### src/rtl/bsg_manycore_wh_edge_arbiter.sv
// Wormhole edge arbiter: merges num_in_p wormhole links onto one off-array
// channel. Round-robin grant on each header; the granted link stays locked
// until its last body flit has passed. Pure mux datapath, no flit storage.
module bsg_manycore_wh_edge_arbiter #(
    parameter int unsigned num_in_p        = 4,
    parameter int unsigned wh_flit_width_p = 16,
    parameter int unsigned wh_cord_width_p = 4,
    parameter int unsigned wh_len_width_p  = 3
) (
    input  logic                                clk_i,
    input  logic                                reset_i,
    input  logic [num_in_p-1:0]                 v_i,
    input  logic [num_in_p*wh_flit_width_p-1:0] data_i,
    output logic [num_in_p-1:0]                 ready_and_o,
    output logic                                v_o,
    output logic [wh_flit_width_p-1:0]          data_o,
    input  logic                                ready_and_i
);

    localparam int unsigned sel_width_lp = (num_in_p > 1) ? $clog2(num_in_p) : 1;

    typedef enum logic {StIdle, StBusy} state_e;

    state_e                    state_r;
    logic [sel_width_lp-1:0]   last_r;
    logic [sel_width_lp-1:0]   lock_r;
    logic [wh_len_width_p-1:0] cnt_r;

    logic [sel_width_lp-1:0]    rr_sel;
    logic                       rr_found;
    int                         rr_dist;
    int                         rr_best;
    logic [sel_width_lp-1:0]    sel;
    logic                       lock_v;
    logic [wh_flit_width_p-1:0] lock_data;
    logic [wh_len_width_p-1:0]  hdr_len;
    logic                       grant;
    logic                       xfer;

    // Round-robin pick: smallest distance above last_r among valid inputs
    always_comb begin
        rr_sel   = last_r;
        rr_found = 1'b0;
        rr_dist  = 0;
        rr_best  = int'(num_in_p);
        for (int i = 0; i < int'(num_in_p); i++) begin
            if (v_i[i]) begin
                rr_dist = (i + int'(num_in_p) - 1 - int'(last_r)) % int'(num_in_p);
                if (rr_dist < rr_best) begin
                    rr_best  = rr_dist;
                    rr_sel   = sel_width_lp'(i);
                    rr_found = 1'b1;
                end
            end
        end
    end

    // Output mux and handshake; locked link owns the channel while busy
    always_comb begin
        sel       = (state_r == StBusy) ? lock_r : rr_sel;
        data_o    = '0;
        lock_v    = 1'b0;
        lock_data = '0;
        for (int i = 0; i < int'(num_in_p); i++) begin
            if (sel == sel_width_lp'(i)) begin
                data_o = data_i[i*wh_flit_width_p +: wh_flit_width_p];
            end
            if (lock_r == sel_width_lp'(i)) begin
                lock_v    = v_i[i];
                lock_data = data_i[i*wh_flit_width_p +: wh_flit_width_p];
            end
        end
        v_o         = !reset_i && ((state_r == StBusy) ? lock_v : rr_found);
        grant       = !reset_i && ready_and_i && ((state_r == StBusy) || rr_found);
        ready_and_o = '0;
        for (int i = 0; i < int'(num_in_p); i++) begin
            ready_and_o[i] = grant && (sel == sel_width_lp'(i));
        end
        hdr_len = data_o[wh_cord_width_p +: wh_len_width_p];
        xfer    = v_o && ready_and_i;
    end

    // Packet FSM: header locks the link, body count releases it
    always_ff @(posedge clk_i) begin
        if (reset_i) begin
            state_r <= StIdle;
            cnt_r   <= '0;
            lock_r  <= '0;
            last_r  <= sel_width_lp'(num_in_p - 1);
        end else if (xfer) begin
            unique case (state_r)
                StIdle: begin
                    last_r <= sel;
                    if (hdr_len != '0) begin
                        lock_r  <= sel;
                        cnt_r   <= hdr_len;
                        state_r <= StBusy;
                    end
                end
                StBusy: begin
                    cnt_r <= cnt_r - 1'b1;
                    if (cnt_r == wh_len_width_p'(1)) begin
                        state_r <= StIdle;
                    end
                end
                default: state_r <= StIdle;
            endcase
        end
    end

`ifndef SYNTHESIS
    logic                       hold_r;
    logic [wh_flit_width_p-1:0] hold_data_r;

    // Upstream contract: a stalled locked flit must keep its data
    always_ff @(posedge clk_i) begin
        hold_r      <= !reset_i && (state_r == StBusy) && lock_v && !ready_and_i;
        hold_data_r <= lock_data;
        if (!reset_i) begin
            assert (num_in_p >= 2) else $error("num_in_p must be at least 2");
            if (hold_r && (state_r == StBusy) && lock_v) begin
                assert (lock_data == hold_data_r)
                    else $error("locked input changed data while stalled");
            end
        end
    end
`endif

endmodule

### config.mk
export PLATFORM = sky130hd
export DESIGN_NAME = bsg_manycore_wh_edge_arbiter
export DESIGN_NICKNAME = d
export VERILOG_FILES = /design/src/rtl/bsg_manycore_wh_edge_arbiter.sv
export SDC_FILE = /design/constraint.sdc
export NUM_CORES = 1
export LEC_CHECK = 0
export ABC_AREA = 1
export BUFFER_PORTS_ARGS = -buffer_cell sky130_fd_sc_hd__buf_2
export CELL_PAD_IN_SITES_DETAIL_PLACEMENT = 1
export CELL_PAD_IN_SITES_GLOBAL_PLACEMENT = 2
export CORE_MARGIN = 5
export CORE_UTILIZATION = 18
export CTS_CLUSTER_DIAMETER = 200
export CTS_CLUSTER_SIZE = 30
export DETAILED_ROUTE_END_ITERATION = 6
export PLACE_DENSITY_LB_ADDON = 0.1
export RECOVER_POWER = 50
export SKIP_CTS_REPAIR_TIMING = 1
export SLEW_MARGIN = 20
export SYNTH_ARGS = -nofsm -noshare
export SYNTH_HDL_FRONTEND = slang
export SYNTH_SLANG_ARGS = --single-unit
### constraint.sdc
create_clock -name clk_i -period 2.81 [get_ports clk_i]
set_clock_uncertainty 0.05 [all_clocks]
set_input_delay 0.1405 -clock clk_i [delete_from_list [all_inputs] [get_ports clk_i]]
set_output_delay 0.1405 -clock clk_i [all_outputs]
set_load 0.03 [all_outputs]
# ---- Word level (Yosys, flattened, before mapping)
# Cells that the tools add are included.
dict set report word_totals {
  reg_bits 8
  out_inout_bits 21
  wordCells 83
}
dict set report op_classes {
  add_sub_neg 5
  n_lt_le_gt_ge 4
  n_eq_ne 8
  mux 37
  bitwise 5
  n_reduce_logical 20
}
# operator n
set ops {}
lappend ops {{$mux W32} 6}
lappend ops {{$lt A3 B32 Y1} 3}
lappend ops {{$mux W16} 4}
lappend ops {{$mux W2} 9}
lappend ops {{$mux W1} 15}
lappend ops {{$sub A3 B2 Y4 const A} 3}
lappend ops {{$eq A2 B2 Y1 const B} 4}
lappend ops {{$logic_and A1 B1 Y1} 8}
lappend ops {{$reduce_or A2 Y1} 4}
lappend ops {{$pmux W3 S2} 1}
lappend ops {{$and A1 B1 Y1} 4}
lappend ops {{$eq A2 B1 Y1 const B} 2}
lappend ops {{$logic_not A2 Y1} 2}
lappend ops {{$lt A3 B4 Y1 const B} 1}
lappend ops {{$reduce_and A2 Y1} 2}
lappend ops {{$eq A3 B1 Y1 const B} 1}
lappend ops {{$mux W3} 1}
lappend ops {{$reduce_and A3 Y1} 1}
lappend ops {{$reduce_bool A3 Y1} 1}
lappend ops {{$sub A2 B2 Y3 const A} 1}
lappend ops {{$sub A3 B1 Y3 const B} 1}
lappend ops {{$ne A2 B2 Y1 const B} 1}
lappend ops {{$pmux W1 S2} 1}
lappend ops {{$logic_not A1 Y1} 1}
lappend ops {{other kinds (2)} 2}

# ---- Logic depth before layout (Yosys ltp)
dict set report logic_depth {
  ltp_word 24
  mapped_depth 20
  ltp_nobuf 20
}

# ---- Least setup slack after synthesis
# OpenSTA, ideal clock, no wires.
dict set report synth_path {
  path_kind {flip-flop to output port}
  start {register last_r[1]}
  end {output data_o[0]}
  arrival_time_ns 2.665
  t_required_ns 2.619
  setup_slack_ns -0.045
  stages_incl_launch_ff 17
  path_buffers 1
  cell_sequence {dfxtp_1 inv_1 nor2_1 o21ai_0 nor3_1 a21oi_1 ha_1 inv_1 nor2_1 nand2_2 nand3_4 nand2_4 nand2_8 buf_6 nor2_1 a221oi_1 o21ai_0}
}
dict set report synth_between {
  elab_chain_len 21
  word_cells_on_any_way 39
}
# element line
set synth_rtl {}
lappend synth_rtl {{from (decl)} 25} ;# logic [sel_width_lp-1:0] last_r;
lappend synth_rtl {{from (signal assigned)} 89} ;# last_r <= sel_width_lp'(num_in_p - 1);
lappend synth_rtl {{from (signal assigned)} 93} ;# last_r <= sel;
lappend synth_rtl {{$sub A2 B2 Y3} 48} ;# rr_dist = (i + int'(num_in_p) - 1 - int'(last_r)) % int'(num_in_p);
lappend synth_rtl {{$reduce_or A2 Y1 (no source line)} -}
lappend synth_rtl {{$and A1 B1 Y1 (no source line)} -}
lappend synth_rtl {{$lt A3 B4 Y1} 49} ;# if (rr_dist < rr_best) begin
lappend synth_rtl {{$mux W32} 49}
lappend synth_rtl {{$mux W32} 47} ;# if (v_i[i]) begin
lappend synth_rtl {{$lt A3 B32 Y1} 49}
lappend synth_rtl {{$mux W32} 49}
lappend synth_rtl {{[3 not listed]} -}
lappend synth_rtl {{$mux W32} 47}
lappend synth_rtl {{$lt A3 B32 Y1} 49}
lappend synth_rtl {{$mux W2} 49}
lappend synth_rtl {{$mux W2 *} 47}
lappend synth_rtl {{$mux W2 *} 60} ;# sel = (state_r == StBusy) ? lock_r : rr_sel;
lappend synth_rtl {{$logic_not A2 Y1} 65} ;# if (sel == sel_width_lp'(i)) begin
lappend synth_rtl {{$mux W16 (3 in a row)} 65}
lappend synth_rtl {{$mux W16 *} 65}
lappend synth_rtl {{to (decl)} 16} ;# output logic [wh_flit_width_p-1:0] data_o,
# Every way passes the cells marked *; elsewhere a longest branch is shown, timed or not.

# ---- Worst setup path in the final report
dict set report layout_path {
  start {register last_r[0]}
  end {output data_o[8]}
}
# The elaborated chain is that of the path after synthesis.

==> impl_metrics.prom <==
# TYPE chip_impl_metric gauge
chip_impl_info{name="status",value="complete, no violations"} 1
chip_impl_metric{name="drc",unit=""} 0
chip_impl_metric{name="mappedNetlistNets",unit=""} 276
chip_impl_metric{name="power",unit="W"} 0.00150
chip_impl_metric{name="synth.distinct_cells",unit=""} 33
chip_impl_metric{name="total_number_of_nets_in_the_final_design",unit=""} 387
chip_impl_metric{name="power.density_cell_area",unit="nW/um^2"} 723
chip_impl_metric{name="seq_area_frac_synth",unit="%"} 12.9
chip_impl_metric{name="synth_edf_count",unit=""} 0
chip_impl_metric{name="worst_pin_slew",unit="ps"} 466
chip_impl_metric{name="final.setup.tns",unit="ps"} 0
chip_impl_metric{name="detail_route.wl_per_cell",unit="um"} 13.9
chip_impl_metric{name="clk_latency",unit="ps"} 230
chip_impl_info{name="setup.worst_path.end_class",value="primary output"} 1
chip_impl_metric{name="timing.final.setup_violations",unit=""} 0
chip_impl_metric{name="gp_routability_congestion",unit=""} 0.724
chip_impl_info{name="worst_setup_path_start_kind",value="flop"} 1
chip_impl_metric{name="i_o_buffers",unit=""} 91
chip_impl_metric{name="final_hold_viol_count",unit=""} 0
chip_impl_metric{name="cp_max_fo",unit=""} 4
chip_impl_metric{name="ff_latch_area",unit="sq um"} 168
chip_impl_metric{name="h-tree-depth",unit=""} 1
chip_impl_metric{name="core",unit="sq um"} 6760
chip_impl_metric{name="die_w",unit="um"} 93.2
chip_impl_metric{name="finalWirelength",unit="um"} 5440
chip_impl_metric{name="grt_start_max_net_pins",unit=""} 12
chip_impl_metric{name="floorplan.die_area",unit="sq um"} 8690
chip_impl_info{name="ys_top_cells_by_area",value="sky130_fd_sc_hd__nand2_1, sky130_fd_sc_hd__dfxtp_1, sky130_fd_sc_hd__nand3_1, sky130_fd_sc_hd__nor2_1, sky130_fd_sc_hd__nand4_4"} 1
chip_impl_metric{name="cts_buffers",unit=""} 3
chip_impl_metric{name="fmaxAchievable",unit="MHz"} 361
chip_impl_metric{name="async_reset_ff_share",unit="%"} 0
chip_impl_metric{name="path_buf_inv",unit=""} 4
chip_impl_metric{name="maximum_vdd_ir_drop",unit="V"} 0.000287
chip_impl_metric{name="boundaryPins",unit=""} 92
chip_impl_metric{name="route.antenna.remaining_nets",unit=""} 0
chip_impl_metric{name="via_per_inst",unit=""} 4.51
chip_impl_metric{name="avgSynthCellArea",unit="sq um"} 6.17
chip_impl_metric{name="drtIter0Drc",unit=""} 30
chip_impl_metric{name="fin_crit",unit="ps"} 2770
chip_impl_info{name="yosysMostFrequentCell",value="sky130_fd_sc_hd__nand2_1"} 1
chip_impl_metric{name="cts_max_path_buffers",unit=""} 2
chip_impl_info{name="grt_setup_unrepaired",value="yes"} 1
chip_impl_info{name="post_synth_most_frequent_cells",value="sky130_fd_sc_hd__nand2_1, sky130_fd_sc_hd__nand3_1, sky130_fd_sc_hd__nor2_1"} 1
chip_impl_metric{name="via_count_of_the_first_global_routing_pass",unit=""} 1712
chip_impl_info{name="post-synth-top-area-cell",value="sky130_fd_sc_hd__nand2_1"} 1
chip_impl_info{name="tritoncts",value="yes"} 1
chip_impl_metric{name="drv.max_cap_violation_count",unit=""} 0
chip_impl_metric{name="required_time_at_the_endpoint_of_the_critical_path",unit="ps"} 2620
chip_impl_metric{name="final_layout_size_suffix_gt1_share",unit="%"} 51.4
chip_impl_metric{name="synth-warning-count",unit=""} 0
chip_impl_info{name="post_synth_top_flop",value="sky130_fd_sc_hd__dfxtp_1"} 1
chip_impl_metric{name="synthToLayoutAreaGrowth",unit="%"} 66.2
chip_impl_info{name="critical_path_class",value="reg2out"} 1
chip_impl_metric{name="dp.final_hpwl",unit="um"} 4560
chip_impl_info{name="clock_tree.root_cell",value="sky130_fd_sc_hd__clkbuf_8"} 1
chip_impl_metric{name="syn_area",unit="sq um"} 1250
chip_impl_metric{name="die_height",unit="um"} 93.2
chip_impl_metric{name="route.vias.total",unit=""} 1762
chip_impl_metric{name="final-max-slew-violation-count",unit=""} 0
chip_impl_info{name="cp_slowest_cell",value="sky130_fd_sc_hd__dfxtp_4"} 1
chip_impl_metric{name="first_pass_iters",unit=""} 2
chip_impl_info{name="cp_cell_sequence",value="inv_2, o21ai_2, o21ai_1, nor3_1, a21oi_1, ha_1, inv_1, nor2_2, nand2_2, nand3_4, a21oi_4, nor2_4, buf_4, a221oi_2, o21ai_1, buf_4"} 1
chip_impl_metric{name="cts.sink_count",unit=""} 8
chip_impl_metric{name="grt-ovfl-total",unit=""} 0
chip_impl_metric{name="initial_utilization",unit="%"} 18.4
chip_impl_metric{name="max_transition_margin",unit="%"} 68.8
chip_impl_metric{name="crit_path_max_incr_delay",unit="ps"} 370
chip_impl_metric{name="post_synth_inst_count",unit=""} 202
chip_impl_metric{name="wp_data_arrival",unit="ps"} 2580
chip_impl_metric{name="synth_top_area_share",unit="%"} 14.5
chip_impl_metric{name="global_route.usage.total",unit="%"} 11.6
chip_impl_info{name="path_delay_family",value="compound AO/OA/AOI/OAI gates"} 1
chip_impl_metric{name="wire_length_of_the_first_global_routing_pass",unit="um"} 8180
chip_impl_metric{name="multi_input_gate_area",unit="sq um"} 1020
chip_impl_metric{name="grt_antenna_before_repair",unit=""} 0
chip_impl_metric{name="num-fill-cells",unit=""} 921
chip_impl_metric{name="antenna_cells_inserted",unit=""} 0
chip_impl_metric{name="min_period_over_period",unit="%"} 98.5
chip_impl_metric{name="synth_seq_cells",unit=""} 8
chip_impl_metric{name="worst_setup_hold_path_clk_slew",unit="ps"} 40
chip_impl_info{name="holdCritPathClass",value="in2reg"} 1
chip_impl_metric{name="standard_cell_row_count",unit=""} 30
chip_impl_metric{name="power_leakage",unit="nW"} 1.01
-- cell usage in the layout, fill, tap and decap left out, types with 2 or more instances in the layout --
cell	count
sky130_fd_sc_hd__nor3_1	4
sky130_fd_sc_hd__nand3_1	24
sky130_fd_sc_hd__ha_1	3
sky130_fd_sc_hd__buf_6	4
sky130_fd_sc_hd__clkbuf_2	4
sky130_fd_sc_hd__nand2_4	3
sky130_fd_sc_hd__nand2_2	9
sky130_fd_sc_hd__nor2_2	3
sky130_fd_sc_hd__a21oi_1	11
sky130_fd_sc_hd__inv_1	15
sky130_fd_sc_hd__dfxtp_4	2
sky130_fd_sc_hd__inv_4	2
sky130_fd_sc_hd__inv_2	4
sky130_fd_sc_hd__o21ai_1	5
sky130_fd_sc_hd__nand2_1	48
sky130_fd_sc_hd__buf_2	81
sky130_fd_sc_hd__a221oi_2	4
sky130_fd_sc_hd__nand4_1	9
sky130_fd_sc_hd__buf_4	20
sky130_fd_sc_hd__nor2_4	4
sky130_fd_sc_hd__nand4_4	3
sky130_fd_sc_hd__nand3_4	2
sky130_fd_sc_hd__dfxtp_1	6
sky130_fd_sc_hd__clkbuf_8	3
sky130_fd_sc_hd__o21ai_0	7
sky130_fd_sc_hd__nor2_1	16
sky130_fd_sc_hd__clkbuf_4	2
sky130_fd_sc_hd__nand3_2	3
sky130_fd_sc_hd__a21oi_2	2
-- metal layers --
layer  wire, um  global-route usage, %
met5          0                      0
met4         28                   1.83
met3        323                   2.57
met2       2680                   19.8
met1       2410                   15.1
-- state kept, by name, indices dropped and copies added (netlist names) --
signal / flops
cnt_r: 3
lock_r: 2
last_r: 2
state_r: 1
-- layout make-up --
type / instances / area share (%)
clock buffers: 3 / 1.99
inverters: 22 / 4.29
multi-input cells: 166 / 49.1
flip-flops and latches: 8 / 8.10
well taps: 80 / 4.83
repair buffers: 112 / 31.7
-- report_power, final --
group / internal [W] / switching [W]
sequential: 0.000130 / 0.0000184
clock: 0.0000930 / 0.0000466
combinational: 0.000465 / 0.000745
total: 0.000688 / 0.000810
-- worst register-to-register path: stages (launching register included) --
cell	delay, ps
sky130_fd_sc_hd__dfxtp_4	370
sky130_fd_sc_hd__inv_2	50
sky130_fd_sc_hd__o21ai_2	140
sky130_fd_sc_hd__o21ai_1	90
sky130_fd_sc_hd__nor3_1	140
sky130_fd_sc_hd__a21oi_1	70
sky130_fd_sc_hd__ha_1	270
sky130_fd_sc_hd__inv_1	70
sky130_fd_sc_hd__nor2_2	40
sky130_fd_sc_hd__nand2_2	80
sky130_fd_sc_hd__nand3_4	100
sky130_fd_sc_hd__nand2_4	110
sky130_fd_sc_hd__nand2_8	90
sky130_fd_sc_hd__buf_4	180
sky130_fd_sc_hd__nand3_1	120
sky130_fd_sc_hd__nand4_4	140
sky130_fd_sc_hd__nor2_4	160
sky130_fd_sc_hd__nand3_4	120
sky130_fd_sc_hd__a21oi_1	160
sky130_fd_sc_hd__nor2_1	60
-- stage by stage --
stage / utilization [%] / hold WS, ps / setup WS, ps / instances / instance area (sq um)
2_1_floorplan: - / 160 / 23.2 / 202 / 1250
3_3_place_gp: 27.7 / 356 / 93.5 / 379 / 1870
3_5_place_dp: 27.7 / 360 / 15.8 / 379 / 1870
4_1_cts: 28.3 / 121 / -221 / 382 / 1910
5_1_grt: 30.6 / 133 / -108 / 391 / 2070
6_report: 30.6 / 119 / 41.7 / 391 / 2070
-- kinds of logic (layout without fill, tap and decap cells) --
family / after synthesis / count (layout) / share of synthesized area, %
simple gates: 129 / 129 / 57.1
fa+ha+maj: 3 / 3 / 3.01
compound gates: 34 / 34 / 17.5
buf+inv: 28 / 137 / 9.54
flops: 8 / 8 / 12.9
-- final timing paths --
kind	end	cells past startpoint	slack, ps	startpoint
max	data_o[8]	16	40	last_r[0]
min	lock_r[0]	2	120	reset_i
max reg2reg	cnt_r[2]	19	110	last_r[0]
min reg2reg	cnt_r[1]	2	430	cnt_r[1]
No activity file was read; power rests on OpenSTA's default activity.
